[config.mk]
export PLATFORM = sky130hd
export DESIGN_NAME = instr_sequencer
export DESIGN_NICKNAME = d
export VERILOG_FILES = /design/src/rtl/cpu_pkg.sv /design/src/rtl/instr_decode.sv /design/src/rtl/instr_sequencer.sv
export SDC_FILE = /design/constraint.sdc
export NUM_CORES = 1
export LEC_CHECK = 0
export ABC_CLOCK_PERIOD_IN_PS = 1750
export CORE_ASPECT_RATIO = 0.7
export CORE_MARGIN = 2
export CORE_UTILIZATION = 43
export DETAILED_ROUTE_END_ITERATION = 10
export GPL_TIMING_DRIVEN = 0
export PLACE_DENSITY_LB_ADDON = 0.15
export SLEW_MARGIN = 10
export SYNTH_ARGS = -nofsm -noshare
export SYNTH_HDL_FRONTEND = slang
export SYNTH_SLANG_ARGS = --single-unit
[constraint.sdc]
create_clock -name clk -period 1.75 [get_ports clk]
set_clock_uncertainty 0.2 [all_clocks]
set_input_delay 0.35 -clock clk [delete_from_list [all_inputs] [get_ports clk]]
set_output_delay 0.35 -clock clk [all_outputs]
set_load 0.01 [all_outputs]
[src/rtl/cpu_pkg.sv]
// cpu_pkg: shared definitions for the 8-bit CPU control path.
//   seqState_t  - instruction sequencer FSM states
//   OP_SYS      - op[7:4] value selecting the system instruction class
//   SYS_*       - system sub-op codes carried in op[2:0]
// PAUSE is only reachable when SEQ_SINGLE_STEP_EN is defined.
package cpu_pkg;

    typedef enum logic [2:0] {
        FETCH_OP,
        FETCH_ARG,
        EXEC,
        HALTED,
        PAUSE
    } seqState_t;

    localparam logic [3:0] OP_SYS   = 4'hF;

    localparam logic [2:0] SYS_NOP  = 3'b000;
    localparam logic [2:0] SYS_HALT = 3'b001;
    localparam logic [2:0] SYS_JMP  = 3'b010;
    localparam logic [2:0] SYS_JZ   = 3'b011;

endpackage

[src/rtl/instr_decode.sv]
// instr_decode: combinational decode of a latched two-byte instruction into the
// control vector used during the EXEC cycle. Enables are unconditional here;
// the sequencer gates them with its EXEC state.
// Ports:
//   op        in  8  instruction byte 0
//   arg       in  8  instruction byte 1
//   zero      in  1  ALU zero flag (for JZ)
//   aluSel    out 4  ALU operation (op[7:4])
//   rInSel    out 3  destination register (op[2:0])
//   rOutSel   out 3  source register / constant (arg[2:0])
//   pcLoadVal out 8  jump target (arg)
//   rInEn, rOutEn, genConst, pcLoad  out 1  decoded enables
//   isHalt    out 1  instruction is HALT
module instr_decode
    import cpu_pkg::*;
(
    input  logic [7:0] op,
    input  logic [7:0] arg,
    input  logic       zero,
    output logic [3:0] aluSel,
    output logic [2:0] rInSel,
    output logic [2:0] rOutSel,
    output logic [7:0] pcLoadVal,
    output logic       rInEn,
    output logic       rOutEn,
    output logic       genConst,
    output logic       pcLoad,
    output logic       isHalt
);

    assign aluSel    = op[7:4];
    assign rInSel    = op[2:0];
    assign rOutSel   = arg[2:0];
    assign pcLoadVal = arg;

    always_comb begin
        rInEn    = 1'b0;
        rOutEn   = 1'b0;
        genConst = 1'b0;
        pcLoad   = 1'b0;
        isHalt   = 1'b0;
        if (op[7:4] != OP_SYS) begin
            // op[3] picks constant drive over register read, so the two never coincide
            rInEn    = 1'b1;
            rOutEn   = ~op[3];
            genConst = op[3];
        end else begin
            case (op[2:0])
                SYS_HALT: isHalt = 1'b1;
                SYS_JMP:  pcLoad = 1'b1;
                SYS_JZ:   pcLoad = zero;
                default:  ; // NOP and reserved 1xx sub-ops
            endcase
        end
    end

endmodule

[src/rtl/instr_sequencer.sv]
// instr_sequencer: multi-cycle fetch/decode/execute controller for the 8-bit CPU.
// Fetches op and arg bytes through a memRd/memRdy handshake, then spends one
// EXEC cycle driving register-file, ALU and PC-load controls.
// Build option: SEQ_SINGLE_STEP_EN adds a PAUSE state after every non-HALT
// EXEC, left on a step pulse.
// Ports:
//   clk, rst (async, active-low)
//   memRd out / memRdy in / memVal in[8]     fetch handshake
//   pcInc out, pcLoad out, pcLoadVal out[8]  program counter control
//   zero in                                  ALU zero flag for JZ
//   aluSel out[4], rInSel out[3], rOutSel out[3]
//   rInEn, rOutEn, genConst out              register-file enables
//   step in                                  single-step advance
//   halted out, instrCount out[8]            status
module instr_sequencer
    import cpu_pkg::*;
(
    input  logic       clk,
    input  logic       rst,
    output logic       memRd,
    input  logic       memRdy,
    input  logic [7:0] memVal,
    output logic       pcInc,
    output logic       pcLoad,
    output logic [7:0] pcLoadVal,
    input  logic       zero,
    output logic [3:0] aluSel,
    output logic [2:0] rInSel,
    output logic [2:0] rOutSel,
    output logic       rInEn,
    output logic       rOutEn,
    output logic       genConst,
    input  logic       step,
    output logic       halted,
    output logic [7:0] instrCount
);

    seqState_t  stateQ, stateD;
    logic [7:0] opQ, argQ;
    logic [7:0] countQ;
    logic       accept;

    logic decRInEn, decROutEn, decGenConst, decPcLoad, decHalt;

    instr_decode uDecode (
        .op        (opQ),
        .arg       (argQ),
        .zero      (zero),
        .aluSel    (aluSel),
        .rInSel    (rInSel),
        .rOutSel   (rOutSel),
        .pcLoadVal (pcLoadVal),
        .rInEn     (decRInEn),
        .rOutEn    (decROutEn),
        .genConst  (decGenConst),
        .pcLoad    (decPcLoad),
        .isHalt    (decHalt)
    );

    assign accept     = memRd & memRdy;
    assign pcInc      = accept;
    assign instrCount = countQ;

`ifndef SEQ_SINGLE_STEP_EN
    logic unusedStep;
    assign unusedStep = step;
`endif

    always_ff @(posedge clk or negedge rst) begin
        if (!rst) begin
            stateQ <= FETCH_OP;
            opQ    <= 8'h00;
            argQ   <= 8'h00;
            countQ <= 8'h00;
        end else begin
            stateQ <= stateD;
            if (accept && stateQ == FETCH_OP) begin
                opQ <= memVal;
            end
            if (accept && stateQ == FETCH_ARG) begin
                argQ <= memVal;
            end
            if (stateQ == EXEC) begin
                countQ <= countQ + 8'd1;
            end
        end
    end

    always_comb begin
        stateD = stateQ;
        case (stateQ)
            FETCH_OP:  if (memRdy) stateD = FETCH_ARG;
            FETCH_ARG: if (memRdy) stateD = EXEC;
`ifdef SEQ_SINGLE_STEP_EN
            EXEC:      stateD = decHalt ? HALTED : PAUSE;
            PAUSE:     if (step) stateD = FETCH_OP;
`else
            EXEC:      stateD = decHalt ? HALTED : FETCH_OP;
`endif
            HALTED:    stateD = HALTED;
            default:   stateD = FETCH_OP;
        endcase
    end

    // Enables exist only in EXEC, so pcLoad can never overlap a fetch pcInc.
    always_comb begin
        memRd    = 1'b0;
        halted   = 1'b0;
        rInEn    = 1'b0;
        rOutEn   = 1'b0;
        genConst = 1'b0;
        pcLoad   = 1'b0;
        case (stateQ)
            FETCH_OP, FETCH_ARG: memRd = 1'b1;
            EXEC: begin
                rInEn    = decRInEn;
                rOutEn   = decROutEn;
                genConst = decGenConst;
                pcLoad   = decPcLoad;
            end
            HALTED:  halted = 1'b1;
            default: ;
        endcase
    end

endmodule

Word level (Yosys, flattened, before mapping)
Index checks and enable logic that the tools add are counted.
Word-level totals
  bits in registers: 27
  output and inout port bits: 33
  logic and storage cells: 38
  input bits: 13
Cells by class
  bitwise logic cells: 2
  equal/unequal tests: 9
  reduce and logical (&&, ||, !) cells: 5
  add/subtract/negate cells: 1
  mux-type cells: 17
Operators with widths (count)
  3-bit by 2-bit equality test with 1-bit output, second input constant: 4
  1-bit 2-to-1 mux: 12
  3-bit one-hot mux with 4 select lines: 1
  8-bit by 1-bit adder with 8-bit output, second input constant: 1
  3-bit by 1-bit equality test with 1-bit output, second input constant: 2
  3-bit 2-to-1 mux: 2
  2-bit inequality test, second input constant: 2
  4-bit inequality test, second input constant: 1
  3-bit zero test: 1
  1-bit logical AND: 2
  2-bit 2-to-1 mux: 1
  1-bit one-hot mux with 2 select lines: 1
  2-bit AND reduction: 1
  2-bit OR reduction: 1
  1-bit AND: 1
  1-bit inverter: 1

Longest topological paths before layout
  depth in word-level cells: 5
  depth in mapped cells: 4
  mapped depth without buffers: 3

Cells and area by module
Synthesis repeated with hierarchy kept, for this count alone.
Second synthesis, totals
  cell total of the unflattened synthesis: 102
  area, all modules: 1328.8 um^2
By module, submodules not included
  instr_sequencer: area each 1123.6 um^2, times used 1, cells an instance 78, seq. area each 650.6 um^2
  instr_decode: area each 205.2 um^2, times used 1, cells an instance 24, seq. area each 0.0 um^2

Worst setup path after synthesis
No wires, ideal clock.
  path kind: flip-flop to output port
  start: register stateQ[0]
  end: output port rOutEn
  stages on the path, launching flop included: 5
  required time: 1.200 ns
  path buffers: 1
  arrival time: 1.096 ns
  path slack: 0.104 ns
  cell sequence: dfrtp_1 nor2b_1 buf_2 and2_2 nor2b_1
On the way
  cells in the longest elaborated chain, start to end: 2
Ends and longest elaborated chain
  start: declaration: line instr_sequencer.sv:38  | seqState_t stateQ, stateD;
  start signal: assignment: line instr_sequencer.sv:76  | stateQ <= stateD;
  3-bit by 2-bit equality test with 1-bit output: line instr_sequencer.sv:113  | case (stateQ)
  1-bit 2-to-1 mux: line instr_sequencer.sv:113
  end: declaration: line instr_sequencer.sv:31  | output logic rOutEn,
Every way passes these cells.

Final worst setup path
  start: register stateQ[0]
  end: output port pcLoad
On the way
  cells in the longest elaborated chain, start to end: 2
Ends and longest elaborated chain
  3-bit by 2-bit equality test with 1-bit output: line instr_sequencer.sv:113
  1-bit 2-to-1 mux: line instr_sequencer.sv:113
  end: declaration: line instr_sequencer.sv:24  | output logic pcLoad,
Every way passes these cells.

==> flow_summary.html <==
<table>
<tr><th>Metric</th><th>Value</th></tr>
<tr><th colspan="2">Timing</th></tr>
<tr><td>Achievable Freq</td><td>0.502 GHz</td></tr>
<tr><td>Final number of hold-violating endpoints</td><td>0</td></tr>
<tr><td>RSZ-0062 raised after global routing</td><td>yes</td></tr>
<tr><td>Slack of the critical path</td><td>-0.240 ns</td></tr>
<tr><td>Final setup violation count</td><td>4</td></tr>
<tr><td>Transition at the pin with the smallest max-transition slack</td><td>1.14 ns</td></tr>
<tr><td>Max Slew Vio Count</td><td>0</td></tr>
<tr><td>Final period utilization</td><td>114%</td></tr>
<tr><td>Clock period minus worst slack</td><td>1.99 ns</td></tr>
<tr><td>Tightest slew margin relative to the limit</td><td>23.9%</td></tr>
<tr><th colspan="2">Floorplanning</th></tr>
<tr><td>Row count</td><td>15</td></tr>
<tr><td>Full die area</td><td>3210 um^2</td></tr>
<tr><td>Vert. Die Dim</td><td>48.0 um</td></tr>
<tr><td>DIE WIDTH</td><td>66.9 um</td></tr>
<tr><td>Number of placed I/O pins</td><td>46</td></tr>
<tr><td>Initial Util</td><td>46.7%</td></tr>
<tr><td>Core Box Area</td><td>2550 um^2</td></tr>
<tr><th colspan="2">Logic synthesis</th></tr>
<tr><td>Area share of xor/xnor cells in the synthesized design</td><td>5.88%</td></tr>
<tr><td>Synthesized instance count</td><td>92</td></tr>
<tr><td>Post-synthesis share of cell area spent on full adders, half adders and majority gates</td><td>1.05%</td></tr>
<tr><td>Unique masters post-synth</td><td>26</td></tr>
<tr><td>Complex-gate fraction of the synthesized area</td><td>1.89%</td></tr>
<tr><td>Register area share after synthesis</td><td>54.6%</td></tr>
<tr><td>Number of synthesized register bits</td><td>26</td></tr>
<tr><td>Multiplexer fraction of the synthesized cell area</td><td>16.1%</td></tr>
<tr><td>Syn nets</td><td>106</td></tr>
<tr><td>Synthesized cell area</td><td>1190 um^2</td></tr>
<tr><td>Main combinational cell family by area after synthesis</td><td>multiplexers</td></tr>
<tr><td>Mean instance size in the synthesized netlist</td><td>12.9 um^2</td></tr>
<tr><td>Total number of yosys warnings</td><td>0</td></tr>
<tr><td>Post-synthesis share of cell area spent on and, or, nand and nor gates</td><td>12.8%</td></tr>
<tr><th colspan="2">Routing</th></tr>
<tr><td>Wire length per cell after detailed routing</td><td>15.3 um</td></tr>
<tr><td>Via-per-instance ratio</td><td>4.79</td></tr>
<tr><td>Detailed-route wire length</td><td>2860 um</td></tr>
<tr><td>Detailed-router iteration count before antenna repair</td><td>3</td></tr>
<tr><td>Count of antenna-violating nets left after detailed routing</td><td>0</td></tr>
<tr><td>First DRT Iteration DRCs</td><td>23</td></tr>
<tr><td>Number of vias in the routed layout</td><td>896</td></tr>
<tr><td>DRC violations left</td><td>0</td></tr>
<tr><th colspan="2">Run</th></tr>
<tr><td>MaxCap Viol Count</td><td>0</td></tr>
<tr><th colspan="2">Clock network</th></tr>
<tr><td>TritonCTS sink count</td><td>26</td></tr>
<tr><td>Clock tree root buffer cell</td><td>clkbuf_8</td></tr>
<tr><td>Maximum root-to-sink buffer count</td><td>2</td></tr>
<tr><td>Clk Latency, worst-skew pair</td><td>0.26 ns</td></tr>
<tr><td>Clock transition at the register clock pins on the worst setup and hold paths after CTS</td><td>0.08 ns</td></tr>
<tr><td>Num CTS Buffers</td><td>3</td></tr>
<tr><td>TritonCTS clock tree</td><td>built</td></tr>
<tr><td>H-Tree Level Count</td><td>1</td></tr>
<tr><td>Hold-fix buffers, CTS</td><td>0</td></tr>
<tr><th colspan="2">Status</th></tr>
<tr><td>Failing checks</td><td>setup timing</td></tr>
<tr><td>Run status</td><td>complete, but fails checks</td></tr>
<tr><th colspan="2">Layout</th></tr>
<tr><td>ANT cells</td><td>0</td></tr>
<tr><td>Final Net Count</td><td>169</td></tr>
<tr><td>Layout cell share with drive strength beyond 1</td><td>41.8%</td></tr>
<tr><td>Area growth, synth to finish</td><td>55.4%</td></tr>
<tr><td>Final Cell Area</td><td>1850 um^2</td></tr>
<tr><td>Most common cell after layout, fill and taps aside</td><td>dfrtp_1</td></tr>
<tr><td>Commonest cells after routing, fill and taps aside</td><td>dfrtp_1, buf_4, mux2_2, dlygate4sd2_1, clkdlybuf4s50_1</td></tr>
<tr><td>Count of filler cells inserted in the layout</td><td>189</td></tr>
<tr><th colspan="2">Placed design</th></tr>
<tr><td>Final HPWL DP</td><td>1840 um</td></tr>
<tr><td>Placer congestion estimate</td><td>0.754</td></tr>
<tr><td>Number of buffer cells added on primary ports</td><td>44</td></tr>
<tr><td>Cell Area, Placed</td><td>1670 um^2</td></tr>
<tr><th colspan="2">Worst setup path</th></tr>
<tr><td>CP endpoint kind</td><td>output pin</td></tr>
<tr><td>Category of the most critical setup path</td><td>flip-flop to output pin</td></tr>
<tr><td>CP Data Required Time</td><td>1.20 ns</td></tr>
<tr><td>Worst-path maximum fanout</td><td>3</td></tr>
<tr><td>Signal arrival time at the worst endpoint</td><td>1.44 ns</td></tr>
<tr><td>Kind of launch point of the worst setup path</td><td>flip-flop</td></tr>
<tr><td>Slack of the worst reg-to-reg path</td><td>0.07 ns</td></tr>
<tr><th colspan="2">Min path</th></tr>
<tr><td>Class of the tightest hold or removal check</td><td>primary input to async pin</td></tr>
<tr><th colspan="2">Global routing</th></tr>
<tr><td>Maximum number of pins on one net before global-route repair</td><td>27</td></tr>
<tr><td>First-pass GRT wire length</td><td>4080 um</td></tr>
<tr><td>Via count of the first global-routing pass</td><td>857</td></tr>
<tr><td>Number of antenna violations at the first check in global routing</td><td>0</td></tr>
<tr><td>Overall Global Routing Usage</td><td>18.0%</td></tr>
<tr><td>Overflow after GRT</td><td>0</td></tr>
<tr><th colspan="2">Power</th></tr>
<tr><td>Peak supply drop</td><td>0.000408 V</td></tr>
<tr><td>Power per standard cell area</td><td>554 nW/um^2</td></tr>
<tr><td>Total power</td><td>1.02 mW</td></tr>
<tr><td>Leakage dissipation</td><td>1.10 nW</td></tr>
</table>
-- power by group --
group	leakage (nW)	internal [mW]	total (mW)	switching [mW]
Sequential	0.344	0.610	0.617	0.00745
Combinational	0.739	0.0515	0.0852	0.0337
Clock	0.0216	0.154	0.322	0.169
-- final cells by class --
class | count | area [um^2] | area share (%)
sequential | 26 | 652 | 35.2
timing repair buffer | 58 | 544 | 29.4
multi-input combinational | 53 | 473 | 25.6
buffer | 12 | 93.8 | 5.07
tap | 34 | 42.5 | 2.30
clock buffer | 3 | 41.3 | 2.23
inverter | 1 | 3.75 | 0.203
-- state kept, by name, indices dropped and copies added, names as in the netlist --
register / cells
opQ: 8
argQ: 8
stateQ: 2
instrCount: 8
-- metal layers --
metal	track usage, %	routed length, um	vias to the layer above
met5	0	0	-
met4	3.67	0	0
met3	4.24	146	0
met2	31.2	1420	26
met1	23.8	1290	442
li1	-	-	428
-- timing repair --
action | in CTS | in global routing
resized for setup | 48 | 19
endpoints found under the hold margin | 0 | 0
pin swaps | 1 | 1
buffers inserted | 11 | 4
setup endpoints to repair | 33 | 15
-- logic make-up after synthesis --
family,Yosys count
and+or+nand+nor,24
adders and majority gates,1
AOI/OAI and AO/OA,3
DFF,26
xor gates and xnor gates,8
buffers and inverters,13
muxes,17
-- synth_stat cells --
library cell	n	area share (%)
nand3_1	1	0.42
and2_1	1	0.53
nand2b_1	1	0.53
nor2_1	1	0.31
inv_1	1	0.31
ha_1	1	1.1
nand4_2	1	1.1
nor2b_1	3	1.6
nand2_1	4	1.3
nand3b_1	1	0.63
nand4_1	3	1.6
or4b_4	1	1.2
xor2_1	4	2.9
and3_1	1	0.53
buf_2	1	0.42
nor3_1	3	1.3
o21ai_1	1	0.42
and2_2	1	0.63
nor2b_2	1	0.74
dfrtp_1	26	55
xnor2_1	4	2.9
buf_4	11	6.9
o21ai_0	1	0.42
a22oi_2	1	1.1
and3_2	1	0.63
mux2_2	17	16
-- worst max-delay path, stage by stage (launching register included) --
cell and delay (ns):
dfrtp_2 0.43, nor2b_4 0.12, buf_6 0.12, buf_6 0.10, nand3_2 0.06, nor3_2 0.18, buf_2 0.15
-- worst paths after layout --
check / start / cells past startpoint / endpoint
setup reg to reg: stateQ[1] / 5 / opQ[0]
setup / recovery: stateQ[0] / 6 / pcLoad
min in group clk: instrCount[7] / 1 / instrCount[7]
hold / removal: rst / 1 / instrCount[1]
hold reg to reg: instrCount[7] / 1 / instrCount[7]
max in group asynchronous: rst / 1 / stateQ[0]
-- per-stage QoR --
stage,setup WS (ns),hold slack (ns),util (%),setup TNS (ns),std cells
detailed placement,-0.478,0.257,65.6,-11.10,170
finish,-0.240,0.102,72.5,-0.803,187
global placement,-0.493,0.256,65.6,-10.66,170
CTS,-0.159,0.272,70.1,-0.340,184
global route,-0.311,0.167,72.5,-1.02,187
floorplan,0.104,-0.146,-,0,92
Power figures use the tool's default switching activity.
==> edit 1: new RTL, same flow settings <==
Add a define of `SEQ_SINGLE_STEP_EN`.
--- a/src/rtl/instr_sequencer.sv
+++ b/src/rtl/instr_sequencer.sv
@@ -12,6 +12,8 @@
 //   rInEn, rOutEn, genConst out              register-file enables
 //   step in                                  single-step advance
 //   halted out, instrCount out[8]            status
+`define SEQ_SINGLE_STEP_EN
+
 module instr_sequencer
     import cpu_pkg::*;
 (
Behaviour: not the same (a bounded check fails within 4 cycles, from zero or initial values and one cycle with rst low).
==> edit 1 against the original RTL <==
- the flow still finishes with violations (setup timing)
- maximum frequency fell by 7.3%
- non-clock buffer count rose by 13
- sequential share of layout area fell by 4.0 points
- area after synthesis rose by 6.7%
- final area rose by 17%
- sequential cell count rose by 1
- setup slack got worse by 0.16 ns
- wire length rose by 27%
- critical path type unchanged
- largest cell class is now buffers
Power is left out: it rests on default switching activity, and per cell area and clock period it moved more than threefold.
==> edit 1: results (changes against the original RTL) <==
| Metric | Value |
|---|---|
| Status | finished with violations (unchanged) |
| Failing checks | setup timing (unchanged) |
| Placed cell area | 1780 um2 (was 1670 um2) |
| Iteration-0 DRC Markers | 67 (was 23) |
| Routed vias/inst | 4.97 (was 4.79) |
| First-pass DRT Iterations | 5 (was 3) |
| First-pass GRT wire length | 5530 um (was 4080 um) |
| Adder-cell share of the synthesized area | 0.984% (was 1.05%) |
| Register area share after synthesis | 53.1% (was 54.6%) |
| Share of cells above drive strength 1 | 48.9% (was 41.8%) |
| Final HPWL DP | 1860 um (was 1840 um) |
| Largest cells by area after synthesis | dfrtp_1 53%, mux2_2 14%, buf_4 7.7% (was dfrtp_1 55%, mux2_2 16%, buf_4 6.9%) |
| Setup WS pre-CTS | -0.678 ns (was -0.478 ns) |
| Worst Max-Slew Pin Slew | 0.592 ns (was 1.14 ns) |
| Final #Nets | 189 (was 169) |
| Fillers | 168 (was 189) |
| Reg clk slew, reported paths | 0.09 ns |
| Mux contribution to synthesized area | 14.2% (was 16.1%) |
| Setup violations, final | 25 (was 4) |
| Dominant register cell in the synthesized netlist | dfrtp_1 (unchanged) |
| Most frequent cells after synthesis | 27 x dfrtp_1, 16 x mux2_2, 13 x buf_4 (was 26 x dfrtp_1, 17 x mux2_2, 11 x buf_4) |
| H-tree levels | 1 (unchanged) |
| Number of port buffers | 45 (was 44) |
| Crit-path max FO | 2 (was 3) |
| Wire per inst | 17.3 um (was 15.3 um) |
| CTS max path bufs | 2 (unchanged) |
| Post-synthesis xor/xnor area fraction | 5.51% (was 5.88%) |
| Vias in the first global route | 1102 (was 857) |
| Hold Path Class | register to register (was primary input to asynchronous set/reset pin) |
| Global placement routability congestion | 0.772 (was 0.754) |
| Clk_lat worst skew | approximately 0.27 ns |
| Ant. Diodes | 0 (unchanged) |
| Synth Net Count | 115 (was 106) |
| CTS Buf Count | 3 (unchanged) |
| Total GRT Usage | 22.4% (was 18.0%) |
| Final WS setup | -0.397 ns (was -0.240 ns) |
| Flop2flop setup slack | -0.07 ns (was 0.07 ns) |
| Number of distinct library cells after synthesis | 29 (was 26) |
| Ys Warns | 0 (unchanged) |
| Clock root cell | clkbuf_8 (unchanged) |
| Compound-Gate Fraction of Synth Area | 2.76% (was 1.89%) |
| Antenna violations before repair | 0 (unchanged) |
| Crit path DAT | 1.60 ns (was 1.44 ns) |
| Largest net degree at the start of global routing | 28 (was 27) |
| FFs w/ async S/R, synth | 100% (unchanged) |
[edit 1: cell count changes after synthesis, moves of 2 or more]
cell     change
nor3b_1      +3
nor3_2       +2
buf_4        +2
nor2_1       +2
nor3_1       -3
nor2b_1      -3
[edit 1: timing repair]
| action | CTS | global route |
|---|---|---|
| hold endpoints to repair | 0 | 27 |
| endpoints found under the setup margin | 43 | 38 |
| hold buffers | 0 | 1 |
| gates cloned | 0 | 0 |
| gates resized for setup | 84 | 22 |
| pin swaps | 7 | 10 |
| buffers inserted | 21 | 5 |
[edit 1: cell families (layout without fill, tap and decap cells)]
group,count (synthesis),after routing
xor+xnor,8,8
fa+ha+maj,1,1
flops,27,27
compound gates,5,5
mux,16,16
buf+inv,16,89
simple gates,28,28
[edit 1: stage by stage]
stage	hold slack [ns]	cells	setup TNS [ns]	utilization, %
floorplan	-0.146	101	-1.73	-
global placement	0.258	182	-15.60	63.4
detailed placement	0.258	182	-16.83	63.4
CTS	0.270	207	-2.10	74.6
global route	0.296	210	-4.27	77.5
finish	0.262	210	-2.58	77.5
[edit 1: layout make-up]
type                       count  area (um2)  area share, %
buffer                        13         118           5.41
clock buffer                   3        41.3           1.90
clock inverter                 1        5.00          0.230
inverter                       2        7.51          0.346
multi-input combinational     58         642           29.6
sequential                    27         678           31.2
tap                           36        45.0           2.07
timing repair buffer          70         636           29.3
[edit 1: worst paths after layout]
check                                               start                         to  cells after the start
worst max-delay path                stateQ[2]$_DFFE_PN0P_                     rOutEn                      6
worst min-delay path            instrCount[7]$_DFFE_PN0P_  instrCount[7]$_DFFE_PN0P_                      1
worst max register to register      stateQ[1]$_DFFE_PN0P_        argQ[0]$_DFFE_PN0P_                      6
worst min register to register  instrCount[7]$_DFFE_PN0P_  instrCount[7]$_DFFE_PN0P_                      1
max in group asynchronous                             rst      stateQ[0]$_DFFE_PN0P_                      2
min in group asynchronous                             rst        argQ[7]$_DFFE_PN0P_                      2
[edit 1: critical path, cell delays in order, from the launching register on]
cell	delay [ns]
dfrtp_2	0.42
buf_6	0.13
nor3b_4	0.22
buf_4	0.16
and2_4	0.14
and2b_1	0.13
buf_2	0.13
[edit 1: metal layers]
layer,GRT usage [%],wire (um)
met5,0,0
met4,6.54,39
met1,31.0,1640
met3,5.94,179
met2,34.6,1770
==> edit 2: new RTL, same settings <==
Without the edit above. Put one more register stage on the output `instrCount`, with the module's reset. The value now appears one clock later. The other outputs are not delayed to match.
--- a/src/rtl/instr_sequencer.sv
+++ b/src/rtl/instr_sequencer.sv
@@ -59,7 +59,13 @@
 
     assign accept     = memRd & memRdy;
     assign pcInc      = accept;
-    assign instrCount = countQ;
+    always_ff @(posedge clk or negedge rst) begin
+        if (!rst) begin
+            instrCount <= '0;
+        end else begin
+            instrCount <= countQ;
+        end
+    end
 
 `ifndef SEQ_SINGLE_STEP_EN
     logic unusedStep;
Function: changed (Yosys sat finds a counterexample within 4 cycles, from zero or initial values and one cycle with rst low).
==> edit 2 against the original RTL <==
- register-to-register slack got worse by 0.06 ns
- sequential cell count rose by 8
- sequential share of layout area rose by 4.3 points
- final area rose by 16%
- largest cell class unchanged
- non-clock buffer count rose by 1
- the run still ends with setup timing left
- setup slack improved by 0.056 ns
- cell count rose by 9.6%
- area after synthesis rose by 20%
- critical path depth fell by 1
- wire length rose by 19%
Power is left out: it rests on default switching activity, and per cell area and clock period it moved more than threefold.
==> edit 2: results (changes against the original RTL) <==
| Metric | Value |
|---|---|
| Status | finished with violations (unchanged) |
| Failing checks | setup timing (unchanged) |
| Register area share after synthesis | 59.4% (was 54.6%) |
| Reg clk slew, reported paths | 0.06 ns (was 0.08 ns) |
| Placed cell area | 1920 um2 (was 1670 um2) |
| Number of port buffers | 44 (unchanged) |
| Fillers | 224 (was 189) |
| Final #Nets | 180 (was 169) |
| Largest net degree at the start of global routing | 35 (was 27) |
| Crit path DAT | 1.38 ns (was 1.44 ns) |
| Ys Warns | 0 (unchanged) |
| Number of distinct library cells after synthesis | 28 (was 26) |
| Setup WS pre-CTS | -0.494 ns (was -0.478 ns) |
| Total GRT Usage | 19.3% (was 18.0%) |
| Most frequent cells after synthesis | 34 x dfrtp_1, 10 x buf_4, 9 x mux2_2 (was 26 x dfrtp_1, 17 x mux2_2, 11 x buf_4) |
| Antenna violations before repair | 0 (unchanged) |
| Dominant register cell in the synthesized netlist | dfrtp_1 (unchanged) |
| Clk_lat worst skew | 0.29 ns (was 0.26 ns) |
| Final HPWL DP | 2140 um (was 1840 um) |
| Crit-path max FO | 4 (was 3) |
| Routed WL | 3400 um (was 2860 um) |
| CP max-delay cell | dfrtp_1 (was dfrtp_2) |
| First-pass DRT Iterations | 5 (was 3) |
| Clock root cell | clkbuf_8 (unchanged) |
| Adder-cell share of the synthesized area | 0.873% (was 1.05%) |
| Syn Inst Count | 101 (was 92) |
| Mux contribution to synthesized area | 15.5% (was 16.1%) |
| Hold Path Class | register to register (was primary input to asynchronous set/reset pin) |
| Non-Filler Instances | 205 (was 187) |
| First-pass GRT wire length | 5180 um (was 4080 um) |
| Share of cells above drive strength 1 | 42.5% (was 41.8%) |
| Flop2flop setup slack | 0.01 ns (was 0.07 ns) |
| Max incr delay on CP | 0.40 ns (was 0.43 ns) |
| Global placement routability congestion | 0.749 (was 0.754) |
| Routed vias/inst | 5.09 (was 4.79) |
| FFs w/ async S/R, synth | 100% (unchanged) |
| Min-delay src | countQ[7]$_DFFE_PN0P_ |
| Reg-to-reg endpoint | opQ[2]$_DFFE_PN0P_ (was opQ[0]$_DFFE_PN0P_) |
| Compound-Gate Fraction of Synth Area | 1.31% (was 1.89%) |
| Vias in the first global route | 1032 (was 857) |
| CTS Buf Count | 5 (was 3) |
| Setup tns final | -0.537 ns (was -0.803 ns) |
| Synth Net Count | 115 (was 106) |
| Reg2Reg Depth | 6 (was 5) |
| Post-synthesis xor/xnor area fraction | 4.28% (was 5.88%) |
| Slew HR | 50.6% (was 23.9%) |
| Iteration-0 DRC Markers | 78 (was 23) |
| Largest cells by area after synthesis | dfrtp_1 59%, mux2_4 8.4%, mux2_2 7.1% (was dfrtp_1 55%, mux2_2 16%, buf_4 6.9%) |
| Final WS setup | -0.184 ns (was -0.240 ns) |
| Setup violations, final | 4 (unchanged) |
| H-tree levels | 2 (was 1) |
edit 2: changes by cell type in the layout (fill, tap and decap cells not counted), moves of 4 or more:
cell             unedited run  this run
dfrtp_1                    25        33
mux2_2                     17         9
mux2_4                      0         8
clkdlybuf4s50_1            13        18
dlymetal6s2s_1              9         5
edit 2: through the flow:
stage | hold WS, ns | util, %
after floorplan | -0.146 | -
after global routing | 0.221 | 68.0
after global placement | 0.186 | 60.6
after CTS | 0.215 | 66.4
final | 0.212 | 68.0
after detailed placement | 0.200 | 60.4
edit 2: kinds of logic after synthesis:
kind of cell	count (synthesis)
DFF	34
AOI/OAI and AO/OA	3
muxes	17
xor gates and xnor gates	7
adders and majority gates	1
buffers and inverters	14
and+or+nand+nor	25
edit 2: layer usage:
metal  track usage [%]  wire length [um]  vias up
li1                  -                 -      470
met1              23.7              1460      534
met2              31.2              1700       35
met3              6.35               191        5
met4              8.64                42        0
met5                 0                 0        -
edit 2: critical path, delay by kind of cell (launching register included):
| family | cells | cell delay (ns) |
|---|---|---|
| simple gates | 3 | 0.43 |
| flops | 1 | 0.40 |
| buf+inv | 2 | 0.26 |
edit 2: timing repair:
item                                    in CTS  in global routing
endpoints found under the setup margin      24                 18
pin swaps                                    2                  1
resized for setup                           51                 14
hold endpoints to repair                    34                  0
setup buffers                               12                  2
hold buffers                                 1                  0
edit 2: worst max path at each step:
stage / start / to / slack [ns] / depth (start not counted)
2_1_floorplan: stateQ[0]$_DFFE_PN0P_ / pcLoad / 0.1 / 5
3_3_place_gp: rst / argQ[6]$_DFFE_PN0P_ / -0.52 / 1
3_5_place_dp: zero / pcLoad / -0.49 / 5
4_1_cts: stateQ[0]$_DFFE_PN0P_ / pcLoad / -0.18 / 6
5_1_grt: stateQ[1]$_DFFE_PN0P_ / pcLoad / -0.23 / 5
6_report: stateQ[1]$_DFFE_PN0P_ / pcLoad / -0.18 / 5
edit 2: cell type report:
cell class                 instances  share of cell area (%)
multi-input combinational         53                    24.3
inverter                           1                   0.174
tap                               38                    2.21
clock inverter                     1                   0.232
buffer                            12                    4.93
clock buffer                       7                    4.00
sequential                        34                    39.5
timing repair buffer              59                    24.6
